--- config.mk ---
export PLATFORM = sky130hd
export DESIGN_NAME = alu_issue_arbiter
export DESIGN_NICKNAME = d
export VERILOG_FILES = /design/src/rtl/alu_issue_arbiter.sv
export SDC_FILE = /design/constraint.sdc
export NUM_CORES = 1
export LEC_CHECK = 0
export CELL_PAD_IN_SITES_DETAIL_PLACEMENT = 2
export CELL_PAD_IN_SITES_GLOBAL_PLACEMENT = 2
export CORE_AREA = 2 2 210 212
export DETAILED_ROUTE_END_ITERATION = 12
export DIE_AREA = 0 0 212 214
export HOLD_SLACK_MARGIN = 0.06
export PLACE_DENSITY = 0.74
export SKIP_CTS_REPAIR_TIMING = 1
export SLEW_MARGIN = 20
export SYNTH_ARGS = -nofsm -noshare
export SYNTH_HDL_FRONTEND = slang
export SYNTH_SLANG_ARGS = --single-unit
--- constraint.sdc ---
create_clock -name CLK -period 2.25 [get_ports CLK]
set_clock_uncertainty 0.2 [all_clocks]
set_input_delay 0.45 -clock CLK [delete_from_list [all_inputs] [get_ports CLK]]
set_output_delay 0.45 -clock CLK [all_outputs]
set_load 0.02 [all_outputs]
--- src/rtl/alu_issue_arbiter.sv ---
// Arbitrates two requesters onto one shared combinational ALU and holds each
// captured result, with its tag and requester ID, until writeback accepts it.
module alu_issue_arbiter #(
  parameter int TAG_W      = 4,
  parameter int FIXED_PRIO = 0,
  parameter int CNT_W      = 16,
  localparam int UOP_W     = 7 + 3 + 1 + 5 + 12 + 20 + 32 + 32 + 32
) (
  input  logic                 CLK,
  input  logic                 RESET_N,
  input  logic [1:0]           REQ_VALID,
  output logic [1:0]           REQ_READY,
  input  logic [2*UOP_W-1:0]   REQ_UOP,
  input  logic [2*TAG_W-1:0]   REQ_TAG,
  output logic [UOP_W-1:0]     ALU_UOP,
  input  logic [31:0]          ALU_OUT,
  output logic                 ALU_ACTIVE,
  output logic                 RES_VALID,
  input  logic                 RES_READY,
  output logic [31:0]          RES_DATA,
  output logic [TAG_W-1:0]     RES_TAG,
  output logic                 RES_ID,
  output logic [CNT_W-1:0]     DONE_CNT,
  output logic                 BUSY
);

  typedef enum logic [1:0] {IDLE, EXEC, HOLD} state_t;

  state_t            state, next_state;
  logic [1:0]        gnt;
  logic              gnt_idx;
  logic              accept;
  logic              accept_win;
  logic              last_gnt;
  logic [TAG_W-1:0]  hold_tag;
  logic              hold_id;

  // Holding off grants while reset is asserted keeps every output quiet in reset.
  assign accept_win = RESET_N && ((state == IDLE) || ((state == HOLD) && RES_READY));
  assign gnt_idx    = gnt[1];
  assign accept     = |gnt;

  always_ff @(posedge CLK or negedge RESET_N) begin
    if (!RESET_N) state <= IDLE;
    else          state <= next_state;
  end

  always_comb begin
    gnt        = 2'b00;
    next_state = state;
    if (accept_win) begin
      case (REQ_VALID)
        2'b01:   gnt = 2'b01;
        2'b10:   gnt = 2'b10;
        2'b11:   gnt = ((FIXED_PRIO != 0) || last_gnt) ? 2'b01 : 2'b10;
        default: gnt = 2'b00;
      endcase
    end
    case (state)
      IDLE:    if (accept) next_state = EXEC;
      EXEC:    next_state = HOLD;
      HOLD:    if (RES_READY) next_state = accept ? EXEC : IDLE;
      default: next_state = IDLE;
    endcase
  end

  // ALU_UOP is left alone in IDLE so the last operands stay on the ALU inputs.
  always_ff @(posedge CLK or negedge RESET_N) begin
    if (!RESET_N) begin
      ALU_UOP  <= '0;
      hold_tag <= '0;
      hold_id  <= 1'b0;
      last_gnt <= 1'b1;
      RES_DATA <= '0;
      RES_TAG  <= '0;
      RES_ID   <= 1'b0;
      DONE_CNT <= '0;
    end else begin
      if (accept) begin
        ALU_UOP  <= gnt_idx ? REQ_UOP[2*UOP_W-1:UOP_W] : REQ_UOP[UOP_W-1:0];
        hold_tag <= gnt_idx ? REQ_TAG[2*TAG_W-1:TAG_W] : REQ_TAG[TAG_W-1:0];
        hold_id  <= gnt_idx;
        last_gnt <= gnt_idx;
      end
      if (state == EXEC) begin
        RES_DATA <= ALU_OUT;
        RES_TAG  <= hold_tag;
        RES_ID   <= hold_id;
      end
      if ((state == HOLD) && RES_READY) DONE_CNT <= DONE_CNT + CNT_W'(1);
    end
  end

  assign REQ_READY  = gnt;
  assign RES_VALID  = (state == HOLD);
  assign ALU_ACTIVE = (state == EXEC);
  assign BUSY       = (state != IDLE);

endmodule
==> qor_table.md, run 1 <==
| Result | Value |
|---|---|
| Outcome | complete, no violations |
| Placement Setup Slack | -0.4564 ns |
| Row cnt | 76 |
| Wire per inst | 21.19 um |
| Via count of the first global-routing pass | 9209 |
| Placed Area | 16370 um^2 |
| Cell taking the most area after synthesis | sky130_fd_sc_hd__dfrtp_1 |
| Max cap viols | 0 |
| Number of DRC violations after detailed routing | 0 |
| Commonest non-fill, non-tap cell in the layout | sky130_fd_sc_hd__clkdlybuf4s50_1 |
| Critical-path top delay cell | sky130_fd_sc_hd__clkdlybuf4s50_1 |
| Worst-Skew Late Latency | 0.53 ns |
| Fraction of synthesized area in multiplexers | 41.30% |
| Length in cells of the worst reg-to-reg path | 6 |
| Longest individual stage delay on the worst path | 0.66 ns |
| Area enclosed by the die boundary | 45370 um^2 |
| Max Root-Sink Buffers | 3 |
| Max Slew Vio Count | 0 |
| Count of routing violations after the opening detailed-route iteration | 190 |
| Hold Path Cell Cnt | 3 |
| Slew margin rel. | 41.41% |
| Least setup slack across all paths after layout | 0.04024 ns |
| Critical-path cell list | clkdlybuf4s50_1 |
| Via count normalized by instance count | 4.214 |
| Post-synth EDFFs | 0 |
| Io pins | 535 |
| Synth Area in Compound Gates | 0.3873% |
| Most frequent cells in the layout | 495 x sky130_fd_sc_hd__clkdlybuf4s50_1, 203 x sky130_fd_sc_hd__dfrtp_1, 145 x sky130_fd_sc_hd__mux2_2 |
| Final-report hold violation count | 0 |
| Maximum number of pins on one net before global-route repair | 120 |
| Initial antenna violation count | 2 |
| Async S/R FF share, synth | 100.0% |
| CTS H-Tree Depth | 1 |
| Placer's final routability congestion estimate | 0.7760 |
| Share of the cycle needed by the critical path after routing | 98.21% |
| #FFs+latches synth | 205 |
| Starting Density | 23.35% |
| Post-Synth Adder-Cell Area | 0.1249% |
| Layout Area Growth over Synthesis | 73.78% |
| Share of Yosys cell area claimed by the top area cell type | 50.97% |
| TritonCTS clock tree | done |
| Final critical delay including setup and external delays | 2.210 ns |
| Synthesized area per cell | 15.70 um^2 |
| Required time at the endpoint of the critical path | 1.60 ns |
| TritonCTS Buffers | 27 |
| Tightest Hold Check Type | input pin to flop |
| Detailed-routing iteration count for the pre-antenna-repair pass | 4 |
| Wire length of the first global-routing pass | 58130 um |
| Synthesized netlist cell count | 638 |
| Unrepaired setup endpoints after global routing | yes |
| Routed Antenna Nets | 0 |
| Root Driver | sky130_fd_sc_hd__clkbuf_16 |
| Highest achievable clock rate | 452.5 MHz |
| Peak supply drop | 0.6839 mV |
| Count of nets after finishing | 1557 |
| Via count | 7694 |
| Total global routing overflow | 0 |
| WP data arrival | 1.56 ns |
| Largest delay contributor family on the critical path | buffers and inverters |
| Measured slew at the worst slew-check pin | 0.8789 ns |
| Crit. path cell count | 1 |
| Total Routing Usage GR | 16.68% |
| Critical Path End Type | output port |
| Layout cell share with drive strength beyond 1 | 29.19% |
| Xor and xnor fraction of the mapped netlist area | 1.312% |
| Clock slew seen by the registers of the worst setup and hold paths | 0.06 ns |
| Mapped cell area | 10020 um^2 |
| DRT Wirelength | 38700 um |
| Leakage power summed over all cells | 7.604 nW |
| Die Wd | 212 um |
| Startpoint class of the critical path | flop |
| Cell variety after synth | 32 |
| Cells taking the most area after synthesis | sky130_fd_sc_hd__dfrtp_1 51%, sky130_fd_sc_hd__mux2_2 16%, sky130_fd_sc_hd__mux2_4 15% |
| Final core area utilization | 40.59% |
| CP Max Fanout | 2 |
| Yosys warnings | 0 |
| Placeable core region | 42890 um^2 |
| Number of port buffers | 534 |
| Placed wire-length estimate | 30180 um |
| Mapped Nets | 972 |
| Overall die height | 214 um |
| Cell area power density | 966.4 nW/um^2 |
| Bufs and invs on worst path | 1 |
| Final setup fails | 0 |
| Kind of critical path | flop to output port |
| Dominant combinational cell family by area after synthesis | multiplexers |
| Simple-gate share of the synthesized area | 2.161% |
| Sequential-to-total area share from yosys stat | 51.23% |
| Number of sinks on the clock net | 205 |
| Layout Cell Area excl Fill | 17410 um^2 |
| Primary FF master, synth | sky130_fd_sc_hd__dfrtp_1 |
| Fill cell instance count of the final layout | 4319 |
[state kept, by name (all words and copies together), names as in the netlist]
register and flops:
DONE_CNT 16, ALU_UOP 144, last_gnt 1, RES_TAG 4, hold_id 1, RES_DATA 32, state 2, hold_tag 4
RES_ID 1
[final timing paths]
kind	from	end	slack, ns
max	ALU_UOP[90]$_DFFE_PN0P_	ALU_UOP[90]	0.04
min	RES_READY	DONE_CNT[2]$_DFFE_PN0P_	0.09
max reg2reg	last_gnt$_DFFE_PN1P_	ALU_UOP[88]$_DFFE_PN0P_	0.11
min reg2reg	DONE_CNT[15]$_DFFE_PN0P_	DONE_CNT[15]$_DFFE_PN0P_	0.29
max in group asynchronous	RESET_N	ALU_UOP[94]$_DFFE_PN0P_	0.40
min in group asynchronous	RESET_N	ALU_UOP[122]$_DFFE_PN0P_	0.24
[synthesized netlist by cell type (2+ instances only)]
master	number
sky130_fd_sc_hd__a21oi_1	3
sky130_fd_sc_hd__and2_1	2
sky130_fd_sc_hd__and3_1	2
sky130_fd_sc_hd__buf_1	2
sky130_fd_sc_hd__buf_2	6
sky130_fd_sc_hd__buf_6	25
sky130_fd_sc_hd__clkbuf_1	3
sky130_fd_sc_hd__dfrtp_1	204
sky130_fd_sc_hd__inv_1	3
sky130_fd_sc_hd__mux2_1	89
sky130_fd_sc_hd__mux2_2	145
sky130_fd_sc_hd__mux2_4	100
sky130_fd_sc_hd__nand2_1	7
sky130_fd_sc_hd__nand3_1	8
sky130_fd_sc_hd__nor2_1	5
sky130_fd_sc_hd__nor2b_1	2
sky130_fd_sc_hd__nor3_1	2
sky130_fd_sc_hd__nor4_1	3
sky130_fd_sc_hd__xnor2_1	8
sky130_fd_sc_hd__xor2_1	7
[layer usage]
| layer | GRT usage [%] | part of all wire [%] | up-vias |
|---|---|---|---|
| met5 | 0 | 0.070 | - |
| met4 | 3.545 | 1.7 | 4 |
| met3 | 7.022 | 11 | 41 |
| met2 | 30.87 | 51 | 337 |
| met1 | 17.36 | 36 | 3867 |
| li1 | - | - | 3445 |
[where the power goes]
group	total, W	switching (W)	leakage [nW]	internal (W)
clock network	0.00449	0.00166	0.457	0.00283
logic	0.00686	0.00300	4.73	0.00386
registers	0.00547	0.000670	2.42	0.00480
total	0.0168	0.00533	7.60	0.0115
[kinds of logic (layout without fill, tap and decap cells)]
group                      Yosys count  count (layout)
AOI/OAI and AO/OA                    6               6
xor gates and xnor gates            15              15
adders and majority gates            1               1
buffers and inverters               40             642
DFF                                205             205
muxes                              334             334
other                                0               1
and+or+nand+nor                     37              37
[metrics by stage]
step                hold slack, ns  instances  power, W  setup TNS, ns
floorplan                 -0.04559        638  0.008744              0
global placement            0.2652       1776   0.01230         -52.38
detailed placement          0.2638       1776   0.01247         -59.73
CTS                        -0.3097       1822   0.01715         -2.555
global route                0.1125       1825   0.01765       -0.04337
finish                     0.09176       1826   0.01682              0
[final cells by class]
| cell class | count | area (um^2) | share of cell area, % |
|---|---|---|---|
| Clock inverter | 9 | 145.1 | 0.8339 |
| Antenna cell | 1 | 2.502 | 0.01438 |
| Multi-Input combinational cell | 393 | 4567 | 26.24 |
| Timing Repair Buffer | 593 | 6042 | 34.71 |
| Tap cell | 585 | 732.0 | 4.205 |
| Inverter | 3 | 11.26 | 0.06470 |
| Clock buffer | 37 | 773.2 | 4.443 |
| Sequential cell | 205 | 5132 | 29.49 |
Note: power is estimated with default switching activity, not from simulation.
==> run 2, diff against run 1 <==
==> constraint.sdc (replaced) <==
create_clock -name CLK -period 2.25 [get_ports CLK]
set_clock_uncertainty 0.2 [all_clocks]
set_input_delay 0.45 -clock CLK [delete_from_list [all_inputs] [get_ports CLK]]
set_output_delay 0.45 -clock CLK [all_outputs]
set_load 0.005 [all_outputs]
==> qor_table.md, run 2 (synthesized netlist as in run 1, its figures left out) <==
| Result | Value | Delta |
|---|---|---|
| Detailed-routing iteration count for the pre-antenna-repair pass | 4 | unchanged |
| Area of all sequential standard cells | 5132 um^2 | unchanged |
| End of the worst register-to-register path | ALU_UOP[79]$_DFFE_PN0P_ | was ALU_UOP[88]$_DFFE_PN0P_ |
| Max Root-Sink Buffers | 3 | unchanged |
| Max reg flops | 144 | unchanged |
| Wire length of the first global-routing pass | 58910 um | was 58130 um |
| CTS H-Tree Depth | 1 | unchanged |
| Critical-path top delay cell | sky130_fd_sc_hd__dfrtp_1 | was sky130_fd_sc_hd__clkdlybuf4s50_1 |
| Hold Path Cell Cnt | 3 | unchanged |
| Max Slew Vio Count | 0 | unchanged |
| Startpoint class of the critical path | flop | unchanged |
| Root Driver | sky130_fd_sc_hd__clkbuf_16 | unchanged |
| Fill cell instance count of the final layout | 4330 | was 4319 |
| Longest individual stage delay on the worst path | 0.38 ns | was 0.66 ns |
| Via count | 7767 | was 7694 |
| Least setup slack across all paths after layout | -0.1382 ns | was 0.04024 ns |
| Wire per inst | 21.57 um | was 21.19 um |
| Hold endpoint | DONE_CNT[2]$_DFFE_PN0P_ | unchanged |
| Row cnt | 76 | unchanged |
| Placed wire-length estimate | 30830 um | was 30180 um |
| Registers with the most flip-flops | ALU_UOP: 144 flops, RES_DATA: 32 flops, DONE_CNT: 16 flops | unchanged |
| Measured slew at the worst slew-check pin | 0.8741 ns | was 0.8789 ns |
| WP data arrival | 1.74 ns | was 1.56 ns |
| Count of routing violations after the opening detailed-route iteration | 155 | was 190 |
| Placeable core region | 42890 um^2 | unchanged |
| Via count of the first global-routing pass | 9235 | was 9209 |
| Slew margin rel. | 41.72% | was 41.41% |
| Required time at the endpoint of the critical path | 1.60 ns | about the same |
| Max cap viols | 0 | unchanged |
| TNS Setup | -0.1382 ns | was 0 ns |
| TritonCTS Buffers | 27 | unchanged |
| GR Layer Usage met3 | 7.066% | was 7.022% |
| DRT Wirelength | 39740 um | was 38700 um |
| Tightest Hold Check Type | input pin to flop | unchanged |
| Critical-path cell list | buf_4 > nor2b_4 > buf_4 > nand3_1 > a21oi_2 > buf_2 | was clkdlybuf4s50_1 |
| Source of the worst hold timing path | RES_READY | unchanged |
| Overall die height | 214 um | unchanged |
| Area of combinational cells with multiple inputs | 4562 um^2 | was 4567 um^2 |
| CP Max Fanout | 2 | unchanged |
| TritonCTS clock tree | done | unchanged |
| Commonest non-fill, non-tap cell in the layout | sky130_fd_sc_hd__clkdlybuf4s50_1 | unchanged |
| Peak supply drop | 0.5424 mV | was 0.6839 mV |
| Launching point of the worst reg2reg path | state[0]$_DFFE_PN0P_ | was last_gnt$_DFFE_PN1P_ |
| Layout cell share with drive strength beyond 1 | 29.93% | was 29.19% |
| Final setup fails | 1 | was 0 |
| Cell area power density | 900.0 nW/um^2 | was 966.4 nW/um^2 |
| Initial antenna violation count | 5 | was 2 |
| Global Route met2 Usage | 31.03% | was 30.87% |
| Highest achievable clock rate | 418.7 MHz | was 452.5 MHz |
| Placer's final routability congestion estimate | 0.7858 | was 0.7760 |
| Io pins | 535 | unchanged |
| Total Routing Usage GR | 17.12% | was 16.68% |
| Total global routing overflow | 0 | unchanged |
| Register bank with the most flops | ALU_UOP | unchanged |
| Final critical delay including setup and external delays | 2.388 ns | was 2.210 ns |
| Number of port buffers | 534 | unchanged |
| Worst hold slack | 0.08510 ns | was 0.09176 ns |
| Die Wd | 212 um | unchanged |
| Leakage power summed over all cells | 7.316 nW | was 7.604 nW |
| Kind of critical path | flop to output port | unchanged |
| Count of nets after finishing | 1570 | was 1557 |
| Maximum number of pins on one net before global-route repair | 137 | was 120 |
| Critical Path End Type | output port | unchanged |
| Routed Antenna Nets | 0 | unchanged |
| Unrepaired setup endpoints after global routing | yes | unchanged |
| Final-report hold violation count | 0 | unchanged |
| Most frequent cells in the layout | 526 x sky130_fd_sc_hd__clkdlybuf4s50_1, 203 x sky130_fd_sc_hd__dfrtp_1, 145 x sky130_fd_sc_hd__mux2_2 | was 495 x sky130_fd_sc_hd__clkdlybuf4s50_1, 203 x sky130_fd_sc_hd__dfrtp_1, 145 x sky130_fd_sc_hd__mux2_2 |
| Clock slew seen by the registers of the worst setup and hold paths | 0.05 ns | was 0.06 ns |
| Number of sinks on the clock net | 205 | unchanged |
| Grt peak-use layer | met2 | unchanged |
| CP dominant cell by count | sky130_fd_sc_hd__buf_4 |  |
| GRT met1 Usage | 17.51% | was 17.36% |
| Starting Density | 23.35% | unchanged |
| Outcome | complete, but fails checks | was complete, no violations |
| Share of the cycle needed by the critical path after routing | 106.1% | was 98.21% |
| Area enclosed by the die boundary | 45370 um^2 | unchanged |
| Layout Area Growth over Synthesis | 74.39% | was 73.78% |
| Number of DRC violations after detailed routing | 0 | unchanged |
| Via count normalized by instance count | 4.217 | was 4.214 |
| Length in cells of the worst reg-to-reg path | 7 | was 6 |
| Worst-Skew Late Latency | 0.53 ns | about the same |
| Setup slack of the most critical reg-to-reg path | 0.09 ns | was 0.11 ns |
| Violated checks | setup timing |  |
-- run 2: changes by cell type in the layout (fill, tap and decap cells not counted), sizes merged --
cell,before,now
buf,61,72
bufinv,4,3
clkbuf,39,41
clkdlybuf4s50,495,526
clkinv,5,4
diode,1,4
dlygate4sd3,1,2
dlymetal6s2s,34,4
-- run 2: worst max path at each step --
| stage | depth (start not counted) | startpoint | slack, ns | to |
|---|---|---|---|---|
| 6_report | 6 | state[0]$_DFFE_PN0P_ | -0.14 | REQ_READY[0] |
| 4_1_cts | 5 | RES_READY | -0.54 | REQ_READY[0] |
| 2_1_floorplan | 5 | RES_READY | 0.20 | ALU_UOP[0]$_DFFE_PN0P_ |
| 3_5_place_dp | 5 | RES_READY | -0.51 | REQ_READY[0] |
| 5_1_grt | 6 | state[0]$_DFFE_PN0P_ | -0.22 | REQ_READY[0] |
| 3_3_place_gp | 5 | RES_READY | -0.56 | REQ_READY[0] |
-- run 2: through the flow --
stage / worst slack (ns) / area, um^2 / power [W] / cells / util (%)
2_1_floorplan: 0.2033 / 10020 / 0.007496 / 638 / -
3_3_place_gp: -0.5615 / 16470 / 0.01110 / 1788 / 38.41
3_5_place_dp: -0.5146 / 16470 / 0.01128 / 1788 / 38.41
4_1_cts: -0.5375 / 17410 / 0.01604 / 1834 / 40.61
5_1_grt: -0.2212 / 17470 / 0.01659 / 1842 / 40.73
6_report: -0.1382 / 17470 / 0.01572 / 1842 / 40.73
-- run 2: area by class of cell --
class,instances,area share (%)
Sequential cell,205,29.38
Tap cell,585,4.191
Inverter,3,0.06447
Timing Repair Buffer,606,34.80
Multi-Input combinational cell,393,26.12
Clock inverter,7,0.6304
Antenna cell,4,0.05731
Clock buffer,39,4.756
-- run 2: per-layer routing --
| metal | up-vias | share of wire [%] |
|---|---|---|
| met3 | 64 | 11 |
| met2 | 359 | 51 |
| met4 | 2 | 3.1 |
| li1 | 3482 | - |
| met1 | 3860 | 35 |
| met5 | - | 0.018 |
-- run 2: power breakdown --
group,switching [W],internal (W),leakage (nW)
clock network,0.00167,0.00287,0.471
registers,0.000677,0.00480,2.42
logic,0.00180,0.00390,4.42
-- run 2: critical path, delay by kind of cell, from the launching register on --
kind	cells	cell delay [ns]
buffers and inverters	3	0.42
DFF	1	0.38
and+or+nand+nor	2	0.22
AOI/OAI and AO/OA	1	0.19
==> run 3, diff against run 2 <==
--- a/config.mk
+++ b/config.mk
@@ -7,11 +7,11 @@
 export LEC_CHECK = 0
 export CELL_PAD_IN_SITES_DETAIL_PLACEMENT = 2
 export CELL_PAD_IN_SITES_GLOBAL_PLACEMENT = 2
-export CORE_AREA = 2 2 210 212
+export CORE_AREA = 2 2 208 210
 export DETAILED_ROUTE_END_ITERATION = 12
-export DIE_AREA = 0 0 212 214
+export DIE_AREA = 0 0 210 212
 export HOLD_SLACK_MARGIN = 0.06
-export PLACE_DENSITY = 0.74
+export PLACE_DENSITY = 0.76
 export SKIP_CTS_REPAIR_TIMING = 1
 export SLEW_MARGIN = 20
 export SYNTH_ARGS = -nofsm -noshare
==> constraint.sdc (replaced) <==
create_clock -name CLK -period 3 [get_ports CLK]
set_clock_uncertainty 0.2 [all_clocks]
set_input_delay 0.6 -clock CLK [delete_from_list [all_inputs] [get_ports CLK]]
set_output_delay 0.6 -clock CLK [all_outputs]
set_load 0.005 [all_outputs]
==> qor_table.md, run 3 (synthesized netlist as in run 1, its figures left out) <==
| Result | Value | Delta |
|---|---|---|
| Outcome | complete, no violations | was complete, but fails checks |
| Routed Antenna Nets | 0 | unchanged |
| Highest achievable clock rate | 353.9 MHz |  |
| Final critical delay including setup and external delays | 2.826 ns |  |
| Clk pwr share | 28.5% | was 28.9% |
| Max cap viols | 0 | unchanged |
| Via count normalized by instance count | 4.333 | was 4.217 |
| Die Wd | 210 um | was 212 um |
| Layout cell share with drive strength beyond 1 | 27.60% | was 29.93% |
| Startpoint class of the critical path | input pin | was flop |
| Critical Path End Type | output port | unchanged |
| Cell area power density | 678.2 nW/um^2 | was 900.0 nW/um^2 |
| WP data arrival | 2.03 ns | was 1.74 ns |
| Number of port buffers | 534 | unchanged |
| Maximum number of pins on one net before global-route repair | 143 | was 137 |
| Sequential fraction of design power | 35.6% | was 34.8% |
| Grt peak-use layer | met2 | unchanged |
| CP Max Fanout | 4 | was 2 |
| Wire per inst | 22.06 um | was 21.57 um |
| Number of diodes | 0 | was 4 |
| GRT met1 Usage | 17.86% | was 17.51% |
| Count of nets after finishing | 1536 | was 1570 |
| Tightest Hold Check Type | input pin to flop | unchanged |
| Total global routing overflow | 0 | unchanged |
| Detailed-routing iteration count for the pre-antenna-repair pass | 3 | was 4 |
| Register bank with the most flops | ALU_UOP | unchanged |
| Registers with the most flip-flops | ALU_UOP: 144 flops, RES_DATA: 32 flops, DONE_CNT: 16 flops | unchanged |
| CP dominant cell by count | sky130_fd_sc_hd__clkdlybuf4s50_1 | was sky130_fd_sc_hd__buf_4 |
| Row cnt | 76 | unchanged |
| Number of sinks on the clock net | 205 | unchanged |
| Final-report hold violation count | 0 | unchanged |
| Area enclosed by the die boundary | 44520 um^2 | was 45370 um^2 |
| Net switching share of the total power | 26.60% | was 26.41% |
| Total Routing Usage GR | 17.07% | was 17.12% |
| Critical-path cell list | clkdlybuf4s50_1 > nand2_1 > nand4_4 > inv_1 > clkdlybuf4s50_1 | was buf_4 > nor2b_4 > buf_4 > nand3_1 > a21oi_2 > buf_2 |
| Via count | 7657 | was 7767 |
| Io pins | 535 | unchanged |
| Sum of internal, switching and leakage power | 0.01160 W | was 0.01572 W |
| Initial antenna violation count | 1 | was 5 |
| Unrepaired setup endpoints after global routing | no | was yes |
| TritonCTS Buffers | 26 | was 27 |
| Wire length of the first global-routing pass | 57670 um | was 58910 um |
| Overall die height | 212 um | was 214 um |
| Fill cell instance count of the final layout | 4247 | was 4330 |
| Clock slew seen by the registers of the worst setup and hold paths | 0.06 ns | was 0.05 ns |
| Measured slew at the worst slew-check pin | 0.8850 ns | was 0.8741 ns |
| Placed insts | 1719 | was 1788 |
| Largest delay contributor family on the critical path | buffers and inverters | unchanged |
| TritonCTS clock tree | done | unchanged |
| Starting Density | 23.56% | was 23.35% |
| Longest individual stage delay on the worst path | 0.52 ns | was 0.38 ns |
| Placeable core region | 42510 um^2 | was 42890 um^2 |
| Number of DRC violations after detailed routing | 0 | unchanged |
| Required time at the endpoint of the critical path | 2.20 ns | was 1.60 ns |
| Share of the cycle needed by the critical path after routing | 94.19% |  |
| Count of routing violations after the opening detailed-route iteration | 151 | was 155 |
| Bufs and invs on worst path | 3 | unchanged |
| Leakage power summed over all cells | 7.115 nW | was 7.316 nW |
| Net Sw Power | 0.003086 W | was 0.004151 W |
| Layout Area Growth over Synthesis | 70.78% | was 74.39% |
| Layout Cell Area excl Fill | 17110 um^2 | was 17470 um^2 |
| Global Route met2 Usage | 31.92% | was 31.03% |
| Final setup fails | 0 | was 1 |
| Placer's final routability congestion estimate | 0.7451 | was 0.7858 |
| Most frequent cells in the layout | 531 x sky130_fd_sc_hd__clkdlybuf4s50_1, 204 x sky130_fd_sc_hd__dfrtp_1, 145 x sky130_fd_sc_hd__mux2_2 | was 526 x sky130_fd_sc_hd__clkdlybuf4s50_1, 203 x sky130_fd_sc_hd__dfrtp_1, 145 x sky130_fd_sc_hd__mux2_2 |
| CTS H-Tree Depth | 1 | unchanged |
| Slew margin rel. | 41.00% | was 41.72% |
| Cell-internal power | 0.008515 W | was 0.01157 W |
| Critical-path top delay cell | sky130_fd_sc_hd__clkdlybuf4s50_1 | was sky130_fd_sc_hd__dfrtp_1 |
| Max Slew Vio Count | 0 | unchanged |
| Via count of the first global-routing pass | 8994 | was 9235 |
| GR Layer Usage met3 | 6.869% | was 7.066% |
| Max Root-Sink Buffers | 3 | unchanged |
| Non-filler instance count after layout | 1767 | was 1842 |
| Placed Area | 16170 um^2 | was 16470 um^2 |
| Peak supply drop | 0.4168 mV | was 0.5424 mV |
| Placed wire-length estimate | 29730 um | was 30830 um |
| DRT Wirelength | 38990 um | was 39740 um |
| Kind of critical path | input pin to output port | was flop to output port |
| Max reg flops | 144 | unchanged |
| Root Driver | sky130_fd_sc_hd__clkbuf_16 | unchanged |
| Worst-Skew Late Latency | 0.53 ns | about the same |
| Combinational group share of total power | 36.0% | was 36.3% |
| Commonest non-fill, non-tap cell in the layout | sky130_fd_sc_hd__clkdlybuf4s50_1 | unchanged |
-- run 3: changes by cell type in the layout (fill, tap and decap cells not counted), sizes merged, moves of 2 or more --
cell / previous run / this run
buf: 72 / 39
dlymetal6s2s: 4 / 2
clkbuf: 41 / 39
diode: 4 / 0
clkinv: 4 / 6
clkdlybuf4s50: 526 / 531
-- run 3: cell type report --
cell class / instances / area [um^2] / share of cell area, %
Timing Repair Buffer: 573 / 5813 / 33.98
Sequential cell: 205 / 5131 / 30.00
Multi-Input combinational cell: 393 / 4556 / 26.63
Clock buffer: 39 / 820.8 / 4.798
Tap cell: 546 / 683.2 / 3.994
Clock inverter: 8 / 90.09 / 0.5267
Inverter: 3 / 11.26 / 0.06583
-- run 3: path summary, 6_finish.rpt --
kind	startpoint	end	slack [ns]	cells after the start
hold / removal	RES_READY	DONE_CNT[2]$_DFFE_PN0P_	0.23	3
min in group asynchronous	RESET_N	ALU_UOP[2]$_DFFE_PN0P_	0.60	3
setup reg to reg	state[1]$_DFFE_PN0P_	ALU_UOP[40]$_DFFE_PN0P_	0.76	7
max in group asynchronous	RESET_N	ALU_UOP[53]$_DFFE_PN0P_	0.45	4
setup / recovery	REQ_VALID[0]	REQ_READY[1]	0.17	5
hold reg to reg	hold_tag[2]$_DFFE_PN0P_	hold_tag[2]$_DFFE_PN0P_	0.30	1
-- run 3: worst min-delay path, cell delays in order --
cell	delay, ns
sky130_fd_sc_hd__dlymetal6s2s_1	0.16
sky130_fd_sc_hd__nand3_1	0.10
sky130_fd_sc_hd__xnor2_1	0.06
-- run 3: routing by layer --
metal | up-vias | wire length [um]
met2 | 341 | 20220
met1 | 3856 | 13990
li1 | 3414 | -
met4 | 2 | 773
met3 | 44 | 3996
met5 | - | 9
-- run 3: per-stage QoR --
stage,setup TNS [ns],utilization (%),hold WS (ns),setup WS (ns)
floorplan,0,-,0.1044,0.8033
global placement,-0.02213,38.05,0.2647,-0.02213
detailed placement,-0.09934,38.05,0.2823,-0.02977
CTS,-0.06148,40.19,0.03258,-0.05302
global route,0,40.24,0.2361,0.08794
finish,0,40.24,0.2299,0.1743
-- run 3: power by group through the flow --
stage | Sequential, W | Clock, W | Combinational, W
floorplan | 0.00413 | 0 | 0.00149
global placement | 0.00410 | 0 | 0.00412
detailed placement | 0.00417 | 0 | 0.00421
CTS | 0.00414 | 0.00344 | 0.00425
global route | 0.00424 | 0.00353 | 0.00445
finish | 0.00412 | 0.00330 | 0.00417
